**src/rtl/draw_pkg.sv**
```systemverilog
`default_nettype none
// ============================================================================
//  Module     : draw_pkg
//  Description: Shared definitions for the stroke renderer: FSM state
//               encoding, default cursor/background colours and the brush
//               size clamp helper.
//  Revision   : 1.0 - initial release
// ============================================================================
package draw_pkg;

    typedef enum logic [2:0] {
        ST_IDLE       = 3'd0,
        ST_CLEAR      = 3'd1,
        ST_CURS_ERASE = 3'd2,
        ST_LINE_STEP  = 3'd3,
        ST_STAMP      = 3'd4,
        ST_CURS_DRAW  = 3'd5
    } state_t;

    localparam logic [8:0] DEF_CURSOR_COLOR = 9'b111000000;
    localparam logic [8:0] DEF_BG_COLOR     = 9'b000000000;

    // A zero brush still paints one pixel; oversize requests saturate.
    function automatic logic [3:0] clamp_brush(input logic [3:0] size,
                                               input logic [3:0] max_size);
        if (size == 4'd0)
            return 4'd1;
        else if (size > max_size)
            return max_size;
        else
            return size;
    endfunction

endpackage
`default_nettype wire

```
**src/rtl/line_stepper.sv**
```systemverilog
`default_nettype none
// ============================================================================
//  Module     : line_stepper
//  Description: Bresenham line walker. A start pulse loads both endpoints and
//               presents the first point; each step_en advances one point
//               until the end point is reached (done).
//  Ports      : clk, rst_n          - clock, async active-low reset
//               start, step_en      - load endpoints / advance one point
//               x0,y0,x1,y1         - start and end coordinates
//               cur_x,cur_y,done    - current point, end point reached
//  Revision   : 1.0 - initial release
// ============================================================================
module line_stepper #(
    parameter int X_BITS = 9,
    parameter int Y_BITS = 8
) (
    input  logic              clk,
    input  logic              rst_n,
    input  logic              start,
    input  logic              step_en,
    input  logic [X_BITS-1:0] x0,
    input  logic [Y_BITS-1:0] y0,
    input  logic [X_BITS-1:0] x1,
    input  logic [Y_BITS-1:0] y1,
    output logic [X_BITS-1:0] cur_x,
    output logic [Y_BITS-1:0] cur_y,
    output logic              done
);

    localparam int E = X_BITS + 2;
    localparam logic signed [E-1:0] ZERO_S = '0;
    localparam logic [X_BITS-1:0]   ONE_X  = X_BITS'(1);
    localparam logic [Y_BITS-1:0]   ONE_Y  = Y_BITS'(1);

    logic [X_BITS-1:0]   end_x;
    logic [Y_BITS-1:0]   end_y;
    logic signed [E-1:0] err;
    logic signed [E-1:0] dx;      // |x1-x0|
    logic signed [E-1:0] dy;      // -|y1-y0|
    logic                sx_neg;
    logic                sy_neg;

    logic signed [E-1:0] ddx, ddy, abs_dx, abs_dy, err_next;
    logic signed [E:0]   e2, dx_w, dy_w;
    logic                take_x, take_y;

    always_comb begin
        ddx      = $signed(E'(x1)) - $signed(E'(x0));
        ddy      = $signed(E'(y1)) - $signed(E'(y0));
        abs_dx   = ddx[E-1] ? -ddx : ddx;
        abs_dy   = ddy[E-1] ? -ddy : ddy;
        e2       = $signed({err, 1'b0});
        dx_w     = $signed({dx[E-1], dx});
        dy_w     = $signed({dy[E-1], dy});
        take_x   = (e2 >= dy_w);
        take_y   = (e2 <= dx_w);
        err_next = err + (take_x ? dy : ZERO_S) + (take_y ? dx : ZERO_S);
    end

    assign done = (cur_x == end_x) && (cur_y == end_y);

    always_ff @(posedge clk or negedge rst_n) begin
        if (!rst_n) begin
            cur_x  <= '0;
            cur_y  <= '0;
            end_x  <= '0;
            end_y  <= '0;
            err    <= '0;
            dx     <= '0;
            dy     <= '0;
            sx_neg <= 1'b0;
            sy_neg <= 1'b0;
        end else if (start) begin
            cur_x  <= x0;
            cur_y  <= y0;
            end_x  <= x1;
            end_y  <= y1;
            dx     <= abs_dx;
            dy     <= -abs_dy;
            err    <= abs_dx - abs_dy;
            sx_neg <= ddx[E-1];
            sy_neg <= ddy[E-1];
        end else if (step_en && !done) begin
            err <= err_next;
            if (take_x)
                cur_x <= sx_neg ? cur_x - ONE_X : cur_x + ONE_X;
            if (take_y)
                cur_y <= sy_neg ? cur_y - ONE_Y : cur_y + ONE_Y;
        end
    end

endmodule
`default_nettype wire

```
**src/rtl/stroke_render_engine.sv**
```systemverilog
`default_nettype none
// ============================================================================
//  Module     : stroke_render_engine
//  Description: Turns accepted cursor positions and pen state into a stream
//               of single-pixel framebuffer writes: cross cursor draw/erase,
//               full-screen clear, Bresenham-filled strokes with a square
//               brush, all clipped per pixel to the visible screen.
//  Ports      : CLOCK_50, resetn                 - clock, async active-low reset
//               pos_valid/pos_x/pos_y/pos_ready  - position handshake
//               btn_draw, btn_erase, brush_size,
//               ink_color                        - pen state, sampled on transfer
//               clear_req                        - full-screen clear request
//               pix_x/pix_y/pix_color/pix_write  - registered write port
//               busy                             - engine not idle
//  Revision   : 1.0 - initial release
// ============================================================================
module stroke_render_engine
    import draw_pkg::*;
#(
    parameter int                    SCREEN_W     = 320,
    parameter int                    SCREEN_H     = 240,
    parameter int                    X_BITS       = 9,
    parameter int                    Y_BITS       = 8,
    parameter int                    COLOR_BITS   = 9,
    parameter int                    BRUSH_MAX    = 8,
    parameter int                    CURSOR_ARM   = 10,
    parameter logic [COLOR_BITS-1:0] CURSOR_COLOR = DEF_CURSOR_COLOR,
    parameter logic [COLOR_BITS-1:0] BG_COLOR     = DEF_BG_COLOR
) (
    input  logic                  CLOCK_50,
    input  logic                  resetn,
    input  logic                  pos_valid,
    input  logic [X_BITS-1:0]     pos_x,
    input  logic [Y_BITS-1:0]     pos_y,
    output logic                  pos_ready,
    input  logic                  btn_draw,
    input  logic                  btn_erase,
    input  logic [3:0]            brush_size,
    input  logic [COLOR_BITS-1:0] ink_color,
    input  logic                  clear_req,
    output logic [X_BITS-1:0]     pix_x,
    output logic [Y_BITS-1:0]     pix_y,
    output logic [COLOR_BITS-1:0] pix_color,
    output logic                  pix_write,
    output logic                  busy
);

    localparam int E           = X_BITS + 2;
    localparam int ARM_SPAN    = 2 * CURSOR_ARM + 1;
    localparam int CURS_CYCLES = 2 * ARM_SPAN;
    localparam int CW          = $clog2(CURS_CYCLES);

    localparam logic [CW-1:0]       SPAN_C    = CW'(ARM_SPAN);
    localparam logic [CW-1:0]       CURS_LAST = CW'(CURS_CYCLES - 1);
    localparam logic signed [E-1:0] ARM_S     = E'(CURSOR_ARM);
    localparam logic signed [E-1:0] SW_S      = E'(SCREEN_W);
    localparam logic signed [E-1:0] SH_S      = E'(SCREEN_H);
    localparam logic signed [E-1:0] ZERO_S    = '0;
    localparam logic [X_BITS-1:0]   CX0       = X_BITS'(SCREEN_W / 2);
    localparam logic [Y_BITS-1:0]   CY0       = Y_BITS'(SCREEN_H / 2);
    localparam logic [X_BITS-1:0]   X_MAX     = X_BITS'(SCREEN_W - 1);
    localparam logic [Y_BITS-1:0]   Y_MAX     = Y_BITS'(SCREEN_H - 1);
    localparam logic [X_BITS:0]     SW_EXT    = (X_BITS+1)'(SCREEN_W);
    localparam logic [Y_BITS:0]     SH_EXT    = (Y_BITS+1)'(SCREEN_H);
    localparam logic [3:0]          BMAX4     = 4'(BRUSH_MAX);

    state_t                  state;
    logic                    cursor_visible;
    logic                    pen_down;        // pen state of the previous transfer
    logic [X_BITS-1:0]       last_x, new_x;
    logic [Y_BITS-1:0]       last_y, new_y;
    logic                    new_pen, new_draw;
    logic [3:0]              brush;
    logic [COLOR_BITS-1:0]   ink;
    logic [CW-1:0]           curs_cnt;
    logic [X_BITS-1:0]       clr_x;
    logic [Y_BITS-1:0]       clr_y;
    logic [3:0]              stamp_i, stamp_j;
    logic                    line_start, line_step;

    logic [X_BITS-1:0]       line_x;
    logic [Y_BITS-1:0]       line_y;
    logic                    line_done;

    assign pos_ready = (state == ST_IDLE) && !clear_req;
    assign busy      = (state != ST_IDLE);

    // A stroke continues from the last point only when the pen was already
    // down; otherwise the "line" degenerates to the new point alone.
    line_stepper #(
        .X_BITS (X_BITS),
        .Y_BITS (Y_BITS)
    ) u_line_stepper (
        .clk     (CLOCK_50),
        .rst_n   (resetn),
        .start   (line_start),
        .step_en (line_step),
        .x0      (pen_down ? last_x : new_x),
        .y0      (pen_down ? last_y : new_y),
        .x1      (new_x),
        .y1      (new_y),
        .cur_x   (line_x),
        .cur_y   (line_y),
        .done    (line_done)
    );

    // Cross cursor pixel: first half of the count sweeps the row, second half
    // the column; coordinates are signed so off-screen arms can be clipped.
    logic                curs_horiz;
    logic [CW-1:0]       arm_idx;
    logic signed [E-1:0] arm_off, curs_xs, curs_ys;
    logic                curs_in;

    always_comb begin
        curs_horiz = (curs_cnt < SPAN_C);
        arm_idx    = curs_horiz ? curs_cnt : curs_cnt - SPAN_C;
        arm_off    = $signed(E'(arm_idx)) - ARM_S;
        curs_xs    = $signed(E'(last_x)) + (curs_horiz ? arm_off : ZERO_S);
        curs_ys    = $signed(E'(last_y)) + (curs_horiz ? ZERO_S : arm_off);
        curs_in    = !curs_xs[E-1] && (curs_xs < SW_S) &&
                     !curs_ys[E-1] && (curs_ys < SH_S);
    end

    // Brush pixel, one bit wider than the screen coordinate to catch overflow.
    logic [X_BITS:0] stamp_x;
    logic [Y_BITS:0] stamp_y;
    logic            stamp_in;

    always_comb begin
        stamp_x  = {1'b0, line_x} + (X_BITS+1)'(stamp_i);
        stamp_y  = {1'b0, line_y} + (Y_BITS+1)'(stamp_j);
        stamp_in = (stamp_x < SW_EXT) && (stamp_y < SH_EXT);
    end

    always_ff @(posedge CLOCK_50 or negedge resetn) begin
        if (!resetn) begin
            state          <= ST_CURS_DRAW;
            cursor_visible <= 1'b0;
            pen_down       <= 1'b0;
            last_x         <= CX0;
            last_y         <= CY0;
            new_x          <= CX0;
            new_y          <= CY0;
            new_pen        <= 1'b0;
            new_draw       <= 1'b0;
            brush          <= 4'd1;
            ink            <= '0;
            curs_cnt       <= '0;
            clr_x          <= '0;
            clr_y          <= '0;
            stamp_i        <= '0;
            stamp_j        <= '0;
            line_start     <= 1'b0;
            line_step      <= 1'b0;
            pix_x          <= '0;
            pix_y          <= '0;
            pix_color      <= '0;
            pix_write      <= 1'b0;
        end else begin
            pix_write  <= 1'b0;
            line_start <= 1'b0;
            line_step  <= 1'b0;
            case (state)
                ST_IDLE: begin
                    if (clear_req) begin
                        state <= ST_CLEAR;
                        clr_x <= '0;
                        clr_y <= '0;
                    end else if (pos_valid) begin
                        new_x    <= pos_x;
                        new_y    <= pos_y;
                        new_pen  <= btn_draw | btn_erase;
                        new_draw <= btn_draw;
                        brush    <= clamp_brush(brush_size, BMAX4);
                        ink      <= ink_color;
                        curs_cnt <= '0;
                        if (cursor_visible) begin
                            // Pen-up onto the same spot: cursor already there.
                            if (!(btn_draw | btn_erase) && pos_x == last_x && pos_y == last_y)
                                pen_down <= 1'b0;
                            else
                                state <= ST_CURS_ERASE;
                        end else if (btn_draw | btn_erase) begin
                            state      <= ST_LINE_STEP;
                            line_start <= 1'b1;
                        end else begin
                            state    <= ST_CURS_DRAW;
                            last_x   <= pos_x;
                            last_y   <= pos_y;
                            pen_down <= 1'b0;
                        end
                    end
                end

                ST_CLEAR: begin
                    pix_x     <= clr_x;
                    pix_y     <= clr_y;
                    pix_color <= BG_COLOR;
                    pix_write <= 1'b1;
                    if (clr_x == X_MAX) begin
                        clr_x <= '0;
                        if (clr_y == Y_MAX) begin
                            cursor_visible <= 1'b0;
                            curs_cnt       <= '0;
                            state          <= ST_CURS_DRAW;
                        end else begin
                            clr_y <= clr_y + Y_BITS'(1);
                        end
                    end else begin
                        clr_x <= clr_x + X_BITS'(1);
                    end
                end

                ST_CURS_ERASE, ST_CURS_DRAW: begin
                    pix_x     <= curs_xs[X_BITS-1:0];
                    pix_y     <= curs_ys[Y_BITS-1:0];
                    pix_color <= (state == ST_CURS_DRAW) ? CURSOR_COLOR : BG_COLOR;
                    pix_write <= curs_in;
                    curs_cnt  <= curs_cnt + CW'(1);
                    if (curs_cnt == CURS_LAST) begin
                        curs_cnt <= '0;
                        if (state == ST_CURS_DRAW) begin
                            cursor_visible <= 1'b1;
                            state          <= ST_IDLE;
                        end else begin
                            cursor_visible <= 1'b0;
                            if (new_pen) begin
                                state      <= ST_LINE_STEP;
                                line_start <= 1'b1;
                            end else begin
                                state    <= ST_CURS_DRAW;
                                last_x   <= new_x;
                                last_y   <= new_y;
                                pen_down <= 1'b0;
                            end
                        end
                    end
                end

                // One cycle for the stepper to load/advance, then stamp.
                ST_LINE_STEP: begin
                    if (!(line_start || line_step)) begin
                        state   <= ST_STAMP;
                        stamp_i <= '0;
                        stamp_j <= '0;
                    end
                end

                ST_STAMP: begin
                    pix_x     <= stamp_x[X_BITS-1:0];
                    pix_y     <= stamp_y[Y_BITS-1:0];
                    pix_color <= new_draw ? ink : BG_COLOR;
                    pix_write <= stamp_in;
                    if (stamp_i == brush - 4'd1) begin
                        stamp_i <= '0;
                        if (stamp_j == brush - 4'd1) begin
                            stamp_j <= '0;
                            if (line_done) begin
                                state    <= ST_IDLE;
                                last_x   <= new_x;
                                last_y   <= new_y;
                                pen_down <= 1'b1;
                            end else begin
                                state     <= ST_LINE_STEP;
                                line_step <= 1'b1;
                            end
                        end else begin
                            stamp_j <= stamp_j + 4'd1;
                        end
                    end else begin
                        stamp_i <= stamp_i + 4'd1;
                    end
                end

                default: state <= ST_IDLE;
            endcase
        end
    end

endmodule
`default_nettype wire

```
**config.mk**
```make
export PLATFORM = sky130hd
export DESIGN_NAME = stroke_render_engine
export DESIGN_NICKNAME = d
export VERILOG_FILES = /design/src/rtl/draw_pkg.sv /design/src/rtl/line_stepper.sv /design/src/rtl/stroke_render_engine.sv
export SDC_FILE = /design/constraint.sdc
export NUM_CORES = 1
export LEC_CHECK = 0
export ABC_AREA = 1
export BUFFER_PORTS_ARGS = -buffer_cell sky130_fd_sc_hd__buf_2
export CORE_ASPECT_RATIO = 0.8
export CORE_MARGIN = 2
export CORE_UTILIZATION = 51
export DETAILED_ROUTE_END_ITERATION = 7
export PLACE_DENSITY = 0.72
export SYNTH_ARGS = -nofsm -noshare
export SYNTH_HDL_FRONTEND = slang
export SYNTH_HIERARCHICAL = 1
export SYNTH_SLANG_ARGS = --single-unit
```
**constraint.sdc**
```tcl
create_clock -name CLOCK_50 -period 7.4 [get_ports CLOCK_50]
set_clock_uncertainty 0.15 [all_clocks]
set_input_delay 0 -clock CLOCK_50 [delete_from_list [all_inputs] [get_ports CLOCK_50]]
set_output_delay 0 -clock CLOCK_50 [all_outputs]
set_load 0.01 [all_outputs]
```
==> impl_metrics.json <==
{
  "grt_pass1_wl_mm": 69.6,
  "reg2reg_from": "pen_down",
  "gp_congestion": 0.977,
  "drv_slew": 0,
  "placed_area_um2": 15300,
  "drv_cap": 0,
  "path_class": "reg -> reg",
  "rrSetupSlack_ns": 2.39,
  "ys.flop_type": "dfrtp_1",
  "diodes": 0,
  "syn_avg_cell_area_um2": 7.26,
  "tns_ns": 0,
  "seq_area_frac_synth_pct": 31.3,
  "htree_levels": 4,
  "outcome": "complete, no violations",
  "reg2reg_to": "u_line_stepper/err[9]",
  "relSlewSlack_pct": 29.0,
  "drive_above_1_share_pct": 10.8,
  "fin_crit_sh_pct": 67.6,
  "setup_viol": 0,
  "drt-pass1-iter-count": 5,
  "start_util_pct": 52.0,
  "crit_path_start_kind": "flip-flop",
  "synth_fp_nets": 2189,
  "seqCellArea_um2": 4600,
  "final_nets": 2294,
  "timing.final.crit_period_ns": 5.01,
  "core_area_um2": 28300,
  "grt_pass1_vias": 13200,
  "routed_wl_mm": 43.1,
  "die-width_um": 194,
  "clock_path_buffers": 2,
  "antenna_found_initial": 1,
  "cts_resized": 0,
  "cts_sinks": 183,
  "dieArea_um2": 30200,
  "multi_input_area_um2": 8770,
  "tightest_slew_ns": 1.07,
  "ys_types": 66,
  "ff2ff_path_depth": 23,
  "fill_cells": 2571,
  "grt_max_degree": 71,
  "crit_path_end_kind": "flip-flop",
  "place.port_buffers": 64,
  "fin_util_pct": 58.6,
  "hp-start": "pos_valid",
  "boundaryPins": 65,
  "critPathMaxFanout": 34,
  "hold_depth": 4,
  "clk_pin_slew_worst_paths_ns": 0.09,
  "via_per_inst": 5.54,
  "synthCells": 2024,
  "ant_nets": 0,
  "hold_path_class": "in -> reg",
  "synth_edf_count": 0,
  "die_h_um": 156,
  "hold-path-endpoint": "ink[0]",
  "hold_viol_final": 0,
  "wl_per_cell_um": 17.2,
  "drc": 0,
  "row_count": 55,
  "drtIter0Drc": 1374,
  "synth_area_um2": 14700,
  "cts_tree": "yes",
  "crit_arrival_ns": 5.21,
  "ys.warnings.count": 6,
  "max_freq_ghz": 0.200,
  "cp_data_required_time_ns": 7.60,
  "place_hpwl_mm": 32.3,
  "postLayoutCellArea_um2": 16600,
  "cts_root_buffer": "clkbuf_16",
  "async_flop_share_pct": 100,
  "syn_to_final_growth_pct": 12.8,
  "rsz0062_at_grt": "false",
  "insertion_delay_ns": 0.47,
  "dr_total_vias": 13900,
  "numCtsBuffers": 17,
  "grt_usage_pct": 29.1,
  "synth-seq-cells": 183,
  "grt.overflow.total": 0
}
-- final cells by class --
type                    instances  share of cell area [%]
repair buffers                129                    5.95
flip-flops and latches        183                    27.7
multi-input cells            1498                    52.9
well taps                     370                    2.79
clock inverters                15                    1.31
inverters                     300                    6.79
clock buffers                  17                    2.57
-- cell usage in the layout, fill, tap and decap left out, types with 5 or more instances in the layout --
cell type and instances:
xnor2_1 23, o211ai_1 6, dfstp_2 15, inv_2 15, a21o_1 7, o21ai_1 18, dfrtp_1 167, inv_1 284
buf_2 63, o221ai_1 12, clkinv_8 7, nand4_1 36, or2_2 18, a21oi_1 118, nand3_1 117, nor2_2 5
nand2_2 25, nand2_1 507, clkbuf_16 17, nor2_4 6, o21ai_2 18, o2111ai_1 6, xor2_1 47, o21bai_1 5
nor3_1 22, nand2_4 7, a31oi_1 11, nor2_1 141, o22ai_1 19, nand3b_1 7, o21ai_0 136, ha_1 109
dlygate4sd3_1 60, fa_1 20
-- synth_stat cells, types with 19 or more instances --
library cell  number  share of area (%)
o21ai_0          136                4.6
nand2_2           25                1.1
nor2_1           141                3.6
clkbuf_1          25               0.64
nand4_1           36                1.5
dfrtp_1          168                 29
a21oi_1          118                4.0
nand3_1          117                4.0
nand2_1          507                 13
o22ai_1           19               0.81
xor2_1            47                2.8
nor3_1            22               0.75
inv_1            284                7.3
xnor2_1           23                1.4
fa_1              20                2.7
ha_1             109                9.3
-- per-stage QoR --
step	hold WS, ns	worst slack (ns)	std cells
6_report	0.0209	2.39	2512
5_1_grt	0.0563	1.93	2512
4_1_cts	0.00689	2.54	2512
3_5_place_dp	-0.128	2.59	2419
3_3_place_gp	-0.133	2.62	2419
2_1_floorplan	-0.446	3.39	2024
-- cell families (layout without fill, tap and decap cells) --
group / Yosys count / count (layout) / share of synthesized area [%]
simple gates: 911 / 911 / 27.7
mux: 2 / 2 / 0.145
buf+inv: 343 / 461 / 9.08
xor+xnor: 73 / 73 / 4.50
flops: 183 / 183 / 31.3
compound gates: 382 / 382 / 15.3
fa+ha+maj: 129 / 129 / 12.0
other cells: 1 / 1 / 0.0255
-- critical path, stage by stage, from the launching register on --
cell,delay (ns)
dfrtp_1,1.05
mux2_2,0.35
ha_1,0.15
inv_1,0.07
fa_1,0.48
xnor2_1,0.40
nand3_1,0.16
inv_1,0.10
nand2_1,0.05
nor2_1,0.10
nand3_1,0.09
nand2_1,0.07
nand2_1,0.05
nand2_1,0.11
inv_1,0.07
ha_1,0.35
nand2_1,0.11
nor2_1,0.06
nand3_1,0.08
o2111ai_1,0.13
o21ai_0,0.44
nand2_1,0.10
nand2_1,0.07
nand2_1,0.06
-- registers in the layout (all words and copies together) (netlist names), 9 cells and up --
name and flops:
last_x 9, u_line_stepper/cur_x 9, new_x 9, ink 9
u_line_stepper/end_x 9, clr_x 9, u_line_stepper/err 11, u_line_stepper/dx 11
pix_color 9, pix_x 9, u_line_stepper/dy 11
-- what timing repair did --
item,4_1_cts,5_1_grt
setup buffers,0,0
hold buffers,61,0
hold endpoints to repair,115,0
-- per-layer routing --
layer / GRT usage [%] / wire length, um / vias to the layer above
met5: 0 / 0 / -
met4: 6.71 / 597 / 0
met3: 6.42 / 3590 / 43
met2: 43.4 / 18200 / 479
met1: 42.9 / 20800 / 6571
li1: - / - / 6835
-- how the worst max path moves through the flow --
stage	startpoint	end	cells past startpoint
floorplan	u_line_stepper/dx[10]	u_line_stepper/err[9]	29
global placement	pen_down	u_line_stepper/err[9]	23
detailed placement	pen_down	u_line_stepper/err[9]	23
CTS	pen_down	u_line_stepper/err[9]	23
global route	pen_down	u_line_stepper/err[9]	21
finish	pen_down	u_line_stepper/err[9]	23
Power is not shown: default switching activity piles up to over one toggle a cycle in this logic, so the estimate is an artifact.
